--- config.mk ---
export PLATFORM = sky130hd
export DESIGN_NAME = sysid_regs
export DESIGN_NICKNAME = d
export VERILOG_FILES = /design/src/rtl/sysid_regs.sv
export SDC_FILE = /design/constraint.sdc
export NUM_CORES = 1
export LEC_CHECK = 0
export CAP_MARGIN = 30
export CORE_UTILIZATION = 40
export DETAILED_ROUTE_END_ITERATION = 16
export PLACE_DENSITY = 0.66
export SLEW_MARGIN = 20
export SYNTH_ARGS = -nofsm -noshare
export SYNTH_HDL_FRONTEND = slang
export SYNTH_SLANG_ARGS = --single-unit
--- constraint.sdc ---
create_clock -name clock -period 3.9 [get_ports clock]
set_input_delay 0.78 -clock clock [delete_from_list [all_inputs] [get_ports clock]]
set_output_delay 0.78 -clock clock [all_outputs]
set_load 0.05 [all_outputs]
--- src/rtl/sysid_regs.sv ---
// System-identification and housekeeping register block: ID, build timestamp,
// scratch, control/status, 64-bit uptime with coherent snapshot, capabilities
// and externally driven user words on an Avalon-MM slave.
module sysid_regs #(
  parameter logic [31:0] SYS_ID    = 32'h5E22_01DE,
  parameter logic [31:0] TIMESTAMP = 32'h0000_0000,
  parameter int unsigned NUM_USER  = 4,
  parameter int unsigned ADDR_W    = 4,
  parameter int unsigned TICK_DIV  = 1
) (
  input  logic                     clock,
  input  logic                     reset,
  input  logic [ADDR_W-1:0]        address,
  input  logic                     read,
  input  logic                     write,
  input  logic [31:0]              writedata,
  input  logic [3:0]               byteenable,
  output logic [31:0]              readdata,
  output logic                     readdatavalid,
  input  logic [32*NUM_USER-1:0]   user_data
);

  localparam int unsigned NUM_WORDS = 8 + NUM_USER;
  localparam logic [ADDR_W-1:0] A_ID      = ADDR_W'(0);
  localparam logic [ADDR_W-1:0] A_TS      = ADDR_W'(1);
  localparam logic [ADDR_W-1:0] A_SCRATCH = ADDR_W'(2);
  localparam logic [ADDR_W-1:0] A_CTRL    = ADDR_W'(3);
  localparam logic [ADDR_W-1:0] A_UP_LO   = ADDR_W'(4);
  localparam logic [ADDR_W-1:0] A_UP_HI   = ADDR_W'(5);
  localparam logic [ADDR_W-1:0] A_CAPS    = ADDR_W'(6);
  localparam logic [15:0]       PRE_MAX   = 16'(TICK_DIV - 1);
  localparam logic [31:0]       CAPS      = {16'h0002, 8'(TICK_DIV - 1), 8'(NUM_USER)};

  logic [31:0] scratch, scratch_next;
  logic        freeze, freeze_next;
  logic        err, err_next;
  logic [63:0] uptime, uptime_next, up_inc;
  logic [15:0] prescaler, prescaler_next;
  logic [31:0] snap_hi;
  logic        rdv_q;
  logic [31:0] rd_word;
  logic        addr_ok, wr_ok, tick, clr;
  logic        wr_scratch, wr_ctrl, wr_lo, wr_hi;

  // Read mux and write-permission decode from the pre-write register values
  always_comb begin
    rd_word = '0;
    wr_ok   = 1'b0;
    addr_ok = 32'(address) < NUM_WORDS;
    case (address)
      A_ID:      rd_word = SYS_ID;
      A_TS:      rd_word = TIMESTAMP;
      A_SCRATCH: begin rd_word = scratch; wr_ok = 1'b1; end
      A_CTRL:    begin rd_word = {23'd0, err, 6'd0, freeze, 1'b0}; wr_ok = 1'b1; end
      A_UP_LO:   begin rd_word = uptime[31:0]; wr_ok = 1'b1; end
      A_UP_HI:   begin rd_word = snap_hi; wr_ok = 1'b1; end
      A_CAPS:    rd_word = CAPS;
      default:   rd_word = '0;
    endcase
    for (int k = 0; k < int'(NUM_USER); k++) begin
      if (32'(address) == 32'(8 + k)) rd_word = user_data[32*k +: 32];
    end
  end

  // Next-state logic for writable registers, error flag and uptime counter
  always_comb begin
    wr_scratch = write && (address == A_SCRATCH);
    wr_ctrl    = write && (address == A_CTRL);
    wr_lo      = write && (address == A_UP_LO);
    wr_hi      = write && (address == A_UP_HI);
    clr        = wr_ctrl && writedata[0];

    scratch_next = scratch;
    for (int b = 0; b < 4; b++) begin
      if (wr_scratch && byteenable[b]) scratch_next[8*b +: 8] = writedata[8*b +: 8];
    end

    freeze_next = wr_ctrl ? writedata[1] : freeze;
    // a new error in the same cycle as a W1C clear leaves the flag set
    err_next = (err && !(wr_ctrl && writedata[8]))
             || (read && !addr_ok) || (write && !wr_ok);

    tick           = !freeze && (prescaler == PRE_MAX);
    up_inc         = uptime + 64'(tick);
    prescaler_next = freeze ? prescaler : (tick ? 16'd0 : prescaler + 16'd1);
    uptime_next    = up_inc;
    if (wr_lo) uptime_next[31:0]  = writedata;
    if (wr_hi) uptime_next[63:32] = writedata;
    if (clr) begin
      uptime_next    = '0;
      prescaler_next = '0;
    end
  end

  // Register state and the one-cycle read response
  always_ff @(posedge clock) begin
    if (reset) begin
      scratch   <= '0;
      freeze    <= 1'b0;
      err       <= 1'b0;
      uptime    <= '0;
      prescaler <= '0;
      snap_hi   <= '0;
      readdata  <= '0;
      rdv_q     <= 1'b0;
    end else begin
      scratch   <= scratch_next;
      freeze    <= freeze_next;
      err       <= err_next;
      uptime    <= uptime_next;
      prescaler <= prescaler_next;
      rdv_q     <= read;
      if (read) readdata <= rd_word;
      if (read && (address == A_UP_LO)) snap_hi <= uptime[63:32];
    end
  end

  // A response due while reset is asserted is dropped
  assign readdatavalid = rdv_q && !reset;

endmodule
==> qor.csv <==
metric,value,unit
status,"complete, no violations",
max frequency,292,MHz
Post-Syn Area,9120,sq um
clock-pin slew on the worst setup and hold paths,70,ps
Site Rows,54,
CP Cell Sequence,"inv_1, ha_1, nor4b_1, nand4_1, inv_1, ha_1, nand3_1, nor4_4, nand4_4, nor4_2, xnor2_1, a21oi_1",
post-layout util,0.545,
crit end category,flip-flop,
largest family of logic cells by synthesized area,compound AO/OA/AOI/OAI gates,
IO Pins,205,
CTS tree,built,
"Design Area, Final",12100,sq um
"Hold Violations, Final",0,
post-synthesis mux area share,0.0497,
GP Congestion,0.919,
DR WL/cell,20.3,um
Worst path slowest cell,nor4_4,
setup bufs post-CTS,0,
Leak,0.00424,uW
Synth cell types,56,
area share of fa/ha/maj cells after synthesis,0.00549,
Max Clock Skew,12.5,ps
Post-Layout Cell Count,1594,
Post-synth EDFFs,0,
die height,153,um
Num CTS Buffers,17,
GRT Overall Usage,0.274,
Syn-to-layout area delta,32.1,%
CP arrival,3730,ps
HPWL after detailed placement,24300,um
H-tree Lvls,4,
asr flop ratio synth,0,
YS warnings,0,
Top delay family on crit path,simple AND/OR/NAND/NOR gates,
die width,153,um
initial antenna violation count,0,
RSZ-0062 raised after global routing,no,
dpl cells,1562,
initial core utilization,0.413,
1st-pass router iterations,9,
core area,22100,sq um
compound-gate portion of the synthesized area,0.228,
critical path data required time,4210,ps
DRC violations left,0,
Port-buffer cells,204,
post-cts resize count,0,
"Worst Path Class, Setup",flip-flop to flip-flop,
Final Max Slew Viols,0,
CTS Buffer Depth,2,
Sink Count,179,
final WL,32300,um
global-route wire length before repair,49800,um
hold buffer count at CTS,0,
worst-margin pin slew,837,ps
Worst Setup Start Kind,flip-flop,
Tmin final,3420,ps
setup TNS,0,ps
Buf/Inv on CP,2,
worst-path maximum fanout,12,
post-synth top area share,0.393,
"antenna viol nets, final",0,
Max-Cap Viols,0,
XOR/XNOR Fraction of Synth Area,0.0730,
vias in the first global route,8621,
Clock Latency Late Sink,440,ps
ranking of synthesized cells by area,"dfxtp_1 39%, a21oi_1 6.9%, o21ai_0 6.0%",
Placement Cell Area,11400,sq um
ys flop type,dfxtp_1,
root buffer cell,clkbuf_16,
Avg Vias per Cell,5.79,
vias,9229,
pwr dens,354,nW/um^2
peak supply drop,0.000296,V
post-synthesis cell count,1132,
Synth Area in Simple Gates,0.209,
drt initial violations,888,
"Seq/Total Area, Yosys",0.393,
CP max stage delay,670,ps
Hold Path Class,flip-flop to flip-flop,
cell taking the most area after synthesis,dfxtp_1,
Seq cells post-synth,179,
# diodes,0,
slew margin rel.,0.441,
final-layout fill cell count,2078,
crit share post-route,0.877,
syn nets,1308,
mean post-synth cell area,8.06,sq um
Finish-stage setup viols,0,
Final nets,1477,
share of layout cells above drive strength 1,0.0814,
total gr overflow,0,
die area,23400,sq um
pin count of the biggest net entering global routing,70,
==> metal layers <==
layer / global-route usage / vias to the layer above / share of wire
met5: 0 / - / 0
met2: 0.439 / 356 / 0.46
met1: 0.383 / 4465 / 0.46
li1: - / 4381 / -
met3: 0.0502 / 27 / 0.066
met4: 0.0563 / 0 / 0.014
==> layout by cell type, fill, tap and decap left out, types with 4 or more instances in the layout <==
| cell type | n |
|---|---|
| and4_1 | 8 |
| mux2i_1 | 34 |
| o21ai_0 | 109 |
| nor3_1 | 4 |
| o21ai_1 | 17 |
| buf_4 | 24 |
| ha_1 | 4 |
| a222oi_1 | 19 |
| mux2_2 | 10 |
| inv_6 | 6 |
| a22oi_1 | 16 |
| dfxtp_1 | 179 |
| a21o_1 | 5 |
| xnor2_1 | 34 |
| and3_1 | 19 |
| o22ai_1 | 4 |
| clkbuf_16 | 17 |
| o211ai_1 | 12 |
| nor2b_1 | 7 |
| clkdlybuf4s50_1 | 201 |
| nor2_2 | 4 |
| nand3b_1 | 4 |
| nand2_1 | 136 |
| a21oi_1 | 125 |
| xor2_1 | 42 |
| nand4_1 | 19 |
| inv_1 | 20 |
| nor2_1 | 93 |
| a221oi_1 | 18 |
| a211oi_1 | 12 |
| nor3_2 | 8 |
| a21oi_2 | 5 |
| and2_1 | 9 |
| nand3_1 | 40 |
==> synthesized netlist by cell type, types with 3 or more instances <==
| cell type | instances |
|---|---|
| mux2i_1 | 34 |
| dfxtp_1 | 179 |
| a211oi_1 | 12 |
| clkbuf_1 | 72 |
| buf_2 | 4 |
| and2_1 | 9 |
| xnor2_1 | 34 |
| nand2_1 | 138 |
| and3_1 | 19 |
| nor4_2 | 3 |
| nor2b_1 | 8 |
| a21oi_1 | 126 |
| nor3_1 | 4 |
| a21oi_2 | 4 |
| o211ai_1 | 12 |
| nand2b_1 | 3 |
| a21o_1 | 5 |
| xor2_1 | 42 |
| inv_1 | 20 |
| o21ai_1 | 17 |
| o22ai_1 | 4 |
| a221oi_1 | 18 |
| nand3b_1 | 4 |
| and4_1 | 8 |
| nor2_1 | 96 |
| nor3_2 | 8 |
| ha_1 | 4 |
| a22oi_1 | 16 |
| nand3_1 | 40 |
| nor4_1 | 3 |
| a222oi_1 | 19 |
| nand4_1 | 19 |
| mux2_2 | 10 |
| o21ai_0 | 109 |
==> worst reg2reg max path, delay by kind of cell (launching register included) <==
kind / cells / cell delay (ps)
DFF: 1 / 360
xor gates and xnor gates: 1 / 150
buffers and inverters: 2 / 220
and+or+nand+nor: 6 / 2170
adders and majority gates: 2 / 320
AOI/OAI and AO/OA: 1 / 80
==> cell type report <==
class | instances | area [sq um] | share of cell area
multi-input cells | 853 | 5170 | 0.429
flip-flops and latches | 179 | 3580 | 0.297
repair buffers | 230 | 2250 | 0.186
clock buffers | 18 | 439 | 0.0364
well taps | 280 | 350 | 0.0291
clock inverters | 14 | 186 | 0.0155
inverters | 20 | 75.1 | 0.00623
==> sequential cells by signal, summed over array words and instances, names as in the netlist <==
name / flops
freeze: 1
readdata: 32
snap_hi: 32
rdv_q: 1
err: 1
prescaler: 16
uptime: 64
scratch: 32
==> worst paths after layout <==
check	from	end	slack [ps]	cells past startpoint
min reg2reg	readdata[1]$_SDFFE_PP0P_	readdata[1]$_SDFFE_PP0P_	450	2
max reg2reg	prescaler[0]$_SDFFE_PP0N_	uptime[47]$_SDFF_PP0_	480	12
min	readdata[1]$_SDFFE_PP0P_	readdata[1]$_SDFFE_PP0P_	450	2
max	prescaler[0]$_SDFFE_PP0N_	uptime[47]$_SDFF_PP0_	480	12
==> cells by family (layout without fill, tap and decap cells) <==
family                   after synthesis  in the layout
AND/OR/NAND/NOR                      380            380
adder cells (fa/ha/maj)                4              4
AO/OA/AOI/OAI                        349            349
flip-flops                           179            179
buffers and inverters                100            282
XOR/XNOR                              76             76
multiplexers                          44             44
==> report_power, final <==
| group | leakage, uW | internal, uW | switching [uW] | total [uW] |
|---|---|---|---|---|
| Sequential | 0.00145 | 1860 | 35.0 | 1900 |
| Combinational | 0.00249 | 259 | 276 | 535 |
| Clock | 0.000301 | 1050 | 791 | 1840 |
| Total | 0.00424 | 3170 | 1100 | 4270 |
==> per-stage QoR <==
stage	setup WS [ps]	total power, uW	hold slack (ps)
global route	149	4400	476
CTS	479	4290	450
global placement	500	2470	434
detailed placement	496	2470	440
floorplan	1140	2160	436
finish	478	4270	449
(Power assumes the default switching activity.)
==> edit, RTL diff (same settings) <==
Register the input `writedata` before use, with the module's reset. The logic sees it one clock later. The other inputs are not delayed to match.
--- a/src/rtl/sysid_regs.sv
+++ b/src/rtl/sysid_regs.sv
@@ -30,6 +30,16 @@
   localparam logic [ADDR_W-1:0] A_CAPS    = ADDR_W'(6);
   localparam logic [15:0]       PRE_MAX   = 16'(TICK_DIV - 1);
   localparam logic [31:0]       CAPS      = {16'h0002, 8'(TICK_DIV - 1), 8'(NUM_USER)};
+
+  logic [31:0] writedata_q;
+
+  always_ff @(posedge clock) begin
+    if (reset) begin
+      writedata_q <= '0;
+    end else begin
+      writedata_q <= writedata;
+    end
+  end
 
   logic [31:0] scratch, scratch_next;
   logic        freeze, freeze_next;
@@ -68,24 +78,24 @@
     wr_ctrl    = write && (address == A_CTRL);
     wr_lo      = write && (address == A_UP_LO);
     wr_hi      = write && (address == A_UP_HI);
-    clr        = wr_ctrl && writedata[0];
+    clr        = wr_ctrl && writedata_q[0];
 
     scratch_next = scratch;
     for (int b = 0; b < 4; b++) begin
-      if (wr_scratch && byteenable[b]) scratch_next[8*b +: 8] = writedata[8*b +: 8];
+      if (wr_scratch && byteenable[b]) scratch_next[8*b +: 8] = writedata_q[8*b +: 8];
     end
 
-    freeze_next = wr_ctrl ? writedata[1] : freeze;
+    freeze_next = wr_ctrl ? writedata_q[1] : freeze;
     // a new error in the same cycle as a W1C clear leaves the flag set
-    err_next = (err && !(wr_ctrl && writedata[8]))
+    err_next = (err && !(wr_ctrl && writedata_q[8]))
              || (read && !addr_ok) || (write && !wr_ok);
 
     tick           = !freeze && (prescaler == PRE_MAX);
     up_inc         = uptime + 64'(tick);
     prescaler_next = freeze ? prescaler : (tick ? 16'd0 : prescaler + 16'd1);
     uptime_next    = up_inc;
-    if (wr_lo) uptime_next[31:0]  = writedata;
-    if (wr_hi) uptime_next[63:32] = writedata;
+    if (wr_lo) uptime_next[31:0]  = writedata_q;
+    if (wr_hi) uptime_next[63:32] = writedata_q;
     if (clr) begin
       uptime_next    = '0;
       prescaler_next = '0;
Formal check against the unedited RTL: not equivalent (Yosys sat finds a counterexample within 4 cycles, from zero or initial values and one cycle with reset high).
==> edit against the unedited design <==
- worst setup slack lost 65 ps
- design area grew 5.7%
- non-clock buffer count grew 2
- power grew 14%
- first-iteration DRC count grew 6.0%
- sequential cell count grew 32
- sequential share of layout area grew 3.4 points
- sequential power grew 20%
- synthesized cell count grew 1.3%
- clock skew grew 6.0 ps
- synthesized area grew 6.2%
- routed wire length shrank 0.78%
- critical endpoint is now uptime[48]$_SDFF_PP0_
- largest power group unchanged
==> edit: results <==
{
  "status": "finished, final reports clean",
  "crit_slowest_cell": "or4_4",
  "place.gp.congestion": 0.8908,
  "p_leak_nw": 4.588,
  "ff2ff_path_depth": 13,
  "nets": 1496,
  "h-tree-depth": 1,
  "cts_buffer_depth": 3,
  "grt_max_degree": 77,
  "wl_um": 32090,
  "first_iter_violations": 941,
  "insertion_delay_ps": 520,
  "grt_pass1_wl_um": 48560,
  "synth_commonest_cells": "211 x dfxtp_1, 122 x nor2_1, 119 x nand2_1, 115 x a21oi_1, 77 x clkbuf_1",
  "cp_max_fo": 16,
  "tightestPinTransition_ps": 889.2,
  "p_sw_mw": 1.196,
  "cpPeakStageDelay_ps": 680,
  "crit_family": "simple AND/OR/NAND/NOR gates",
  "dp.final_hpwl_um": 23510,
  "cts_buffers": 23,
  "place_ws_ps": 449.9,
  "fin_skew_ps": 18.45,
  "worstHoldPathCells": 1,
  "vias_per_cell": 5.594,
  "netlist-cell-type-count": 44,
  "yosys-top-cells-area": "dfxtp_1 44%, a21oi_1 5.9%, nor2_1 4.7%, nand2_1 4.6%, xnor2_1 4.4%",
  "cp.arrival_ps": 3860,
  "grt_pass1_vias": 8533,
  "grt_use_total_pct": 25.46,
  "syn_nets": 1323,
  "yosysWarnings": 0,
  "drive_gt1_share_pct": 6.437,
  "diodes": 0,
  "ys_seq_area_share_pct": 43.59,
  "dpl-instance-area_mm2": 0.01204
}
edit: cell types whose count changed in the layout (fill, tap and decap cells not counted), sizes merged, moves of 19 or more:
cell    unedited run  this run
nor2              97       122
o221ai             2        32
nor2b              8        40
nand2            138       119
dfxtp            179       211
o21ai            126        57
edit: metrics by stage:
stage,total power [mW],instances,utilization (%)
4_1_cts,4.876,1655,53.95
2_1_floorplan,2.531,1147,-
3_5_place_dp,2.844,1614,50.97
6_report,4.849,1655,53.95
3_3_place_gp,2.841,1614,50.97
5_1_grt,5.020,1655,53.95
edit: power by group through the flow:
stage          Sequential, mW  Clock (mW)  Combinational [mW]
2_1_floorplan            2.35           0               0.184
3_3_place_gp             2.32           0               0.520
3_5_place_dp             2.32           0               0.522
4_1_cts                  2.27        2.08               0.525
5_1_grt                  2.28        2.18               0.559
6_report                 2.28        2.05               0.523
edit: cell families after synthesis:
group	Yosys count	share of synthesized area (%)
xor+xnor	74	6.688
fa+ha+maj	4	0.5165
compound gates	307	20.59
simple gates	421	21.19
flops	211	43.59
buf+inv	96	3.912
mux	34	3.512
edit: worst paths after layout:
| check | startpoint | to | slack (ps) |
|---|---|---|---|
| hold reg to reg | readdata[10]$_SDFFE_PP0P_ | readdata[10]$_SDFFE_PP0P_ | 450 |
| setup / recovery | prescaler[0]$_SDFFE_PP0N_ | uptime[48]$_SDFF_PP0_ | 410 |
| setup reg to reg | prescaler[0]$_SDFFE_PP0N_ | uptime[48]$_SDFF_PP0_ | 410 |
| hold / removal | readdata[10]$_SDFFE_PP0P_ | readdata[10]$_SDFFE_PP0P_ | 450 |
edit: final cells by class:
type | count | area (µm²)
Fill cell | 2234 | 10870
Multi-Input combinational cell | 840 | 5117
Sequential cell | 211 | 4224
Timing Repair Buffer | 232 | 2250
Clock buffer | 33 | 663.1
Tap cell | 319 | 399.1
Inverter | 12 | 45.04
Clock inverter | 8 | 40.04
edit: worst register-to-register path, stage by stage, from the launching register on:
cell and delay [ps]:
dfxtp_1 330, inv_1 80, ha_1 140, nor4b_1 220, nand4_1 180, inv_1 130, ha_1 190, ha_1 210
inv_1 70, or4_1 550, or4_4 680, nor4_1 320, xnor2_1 160, a21oi_1 80
edit: routing by layer:
metal  global-route usage (%)  vias up  wire length (µm)
li1                         -     4471                 -
met1                    35.82     4317             14650
met2                    39.56      421             13710
met3                    4.243       49              2994
met4                    7.859        0               741
met5                        0        -                 0
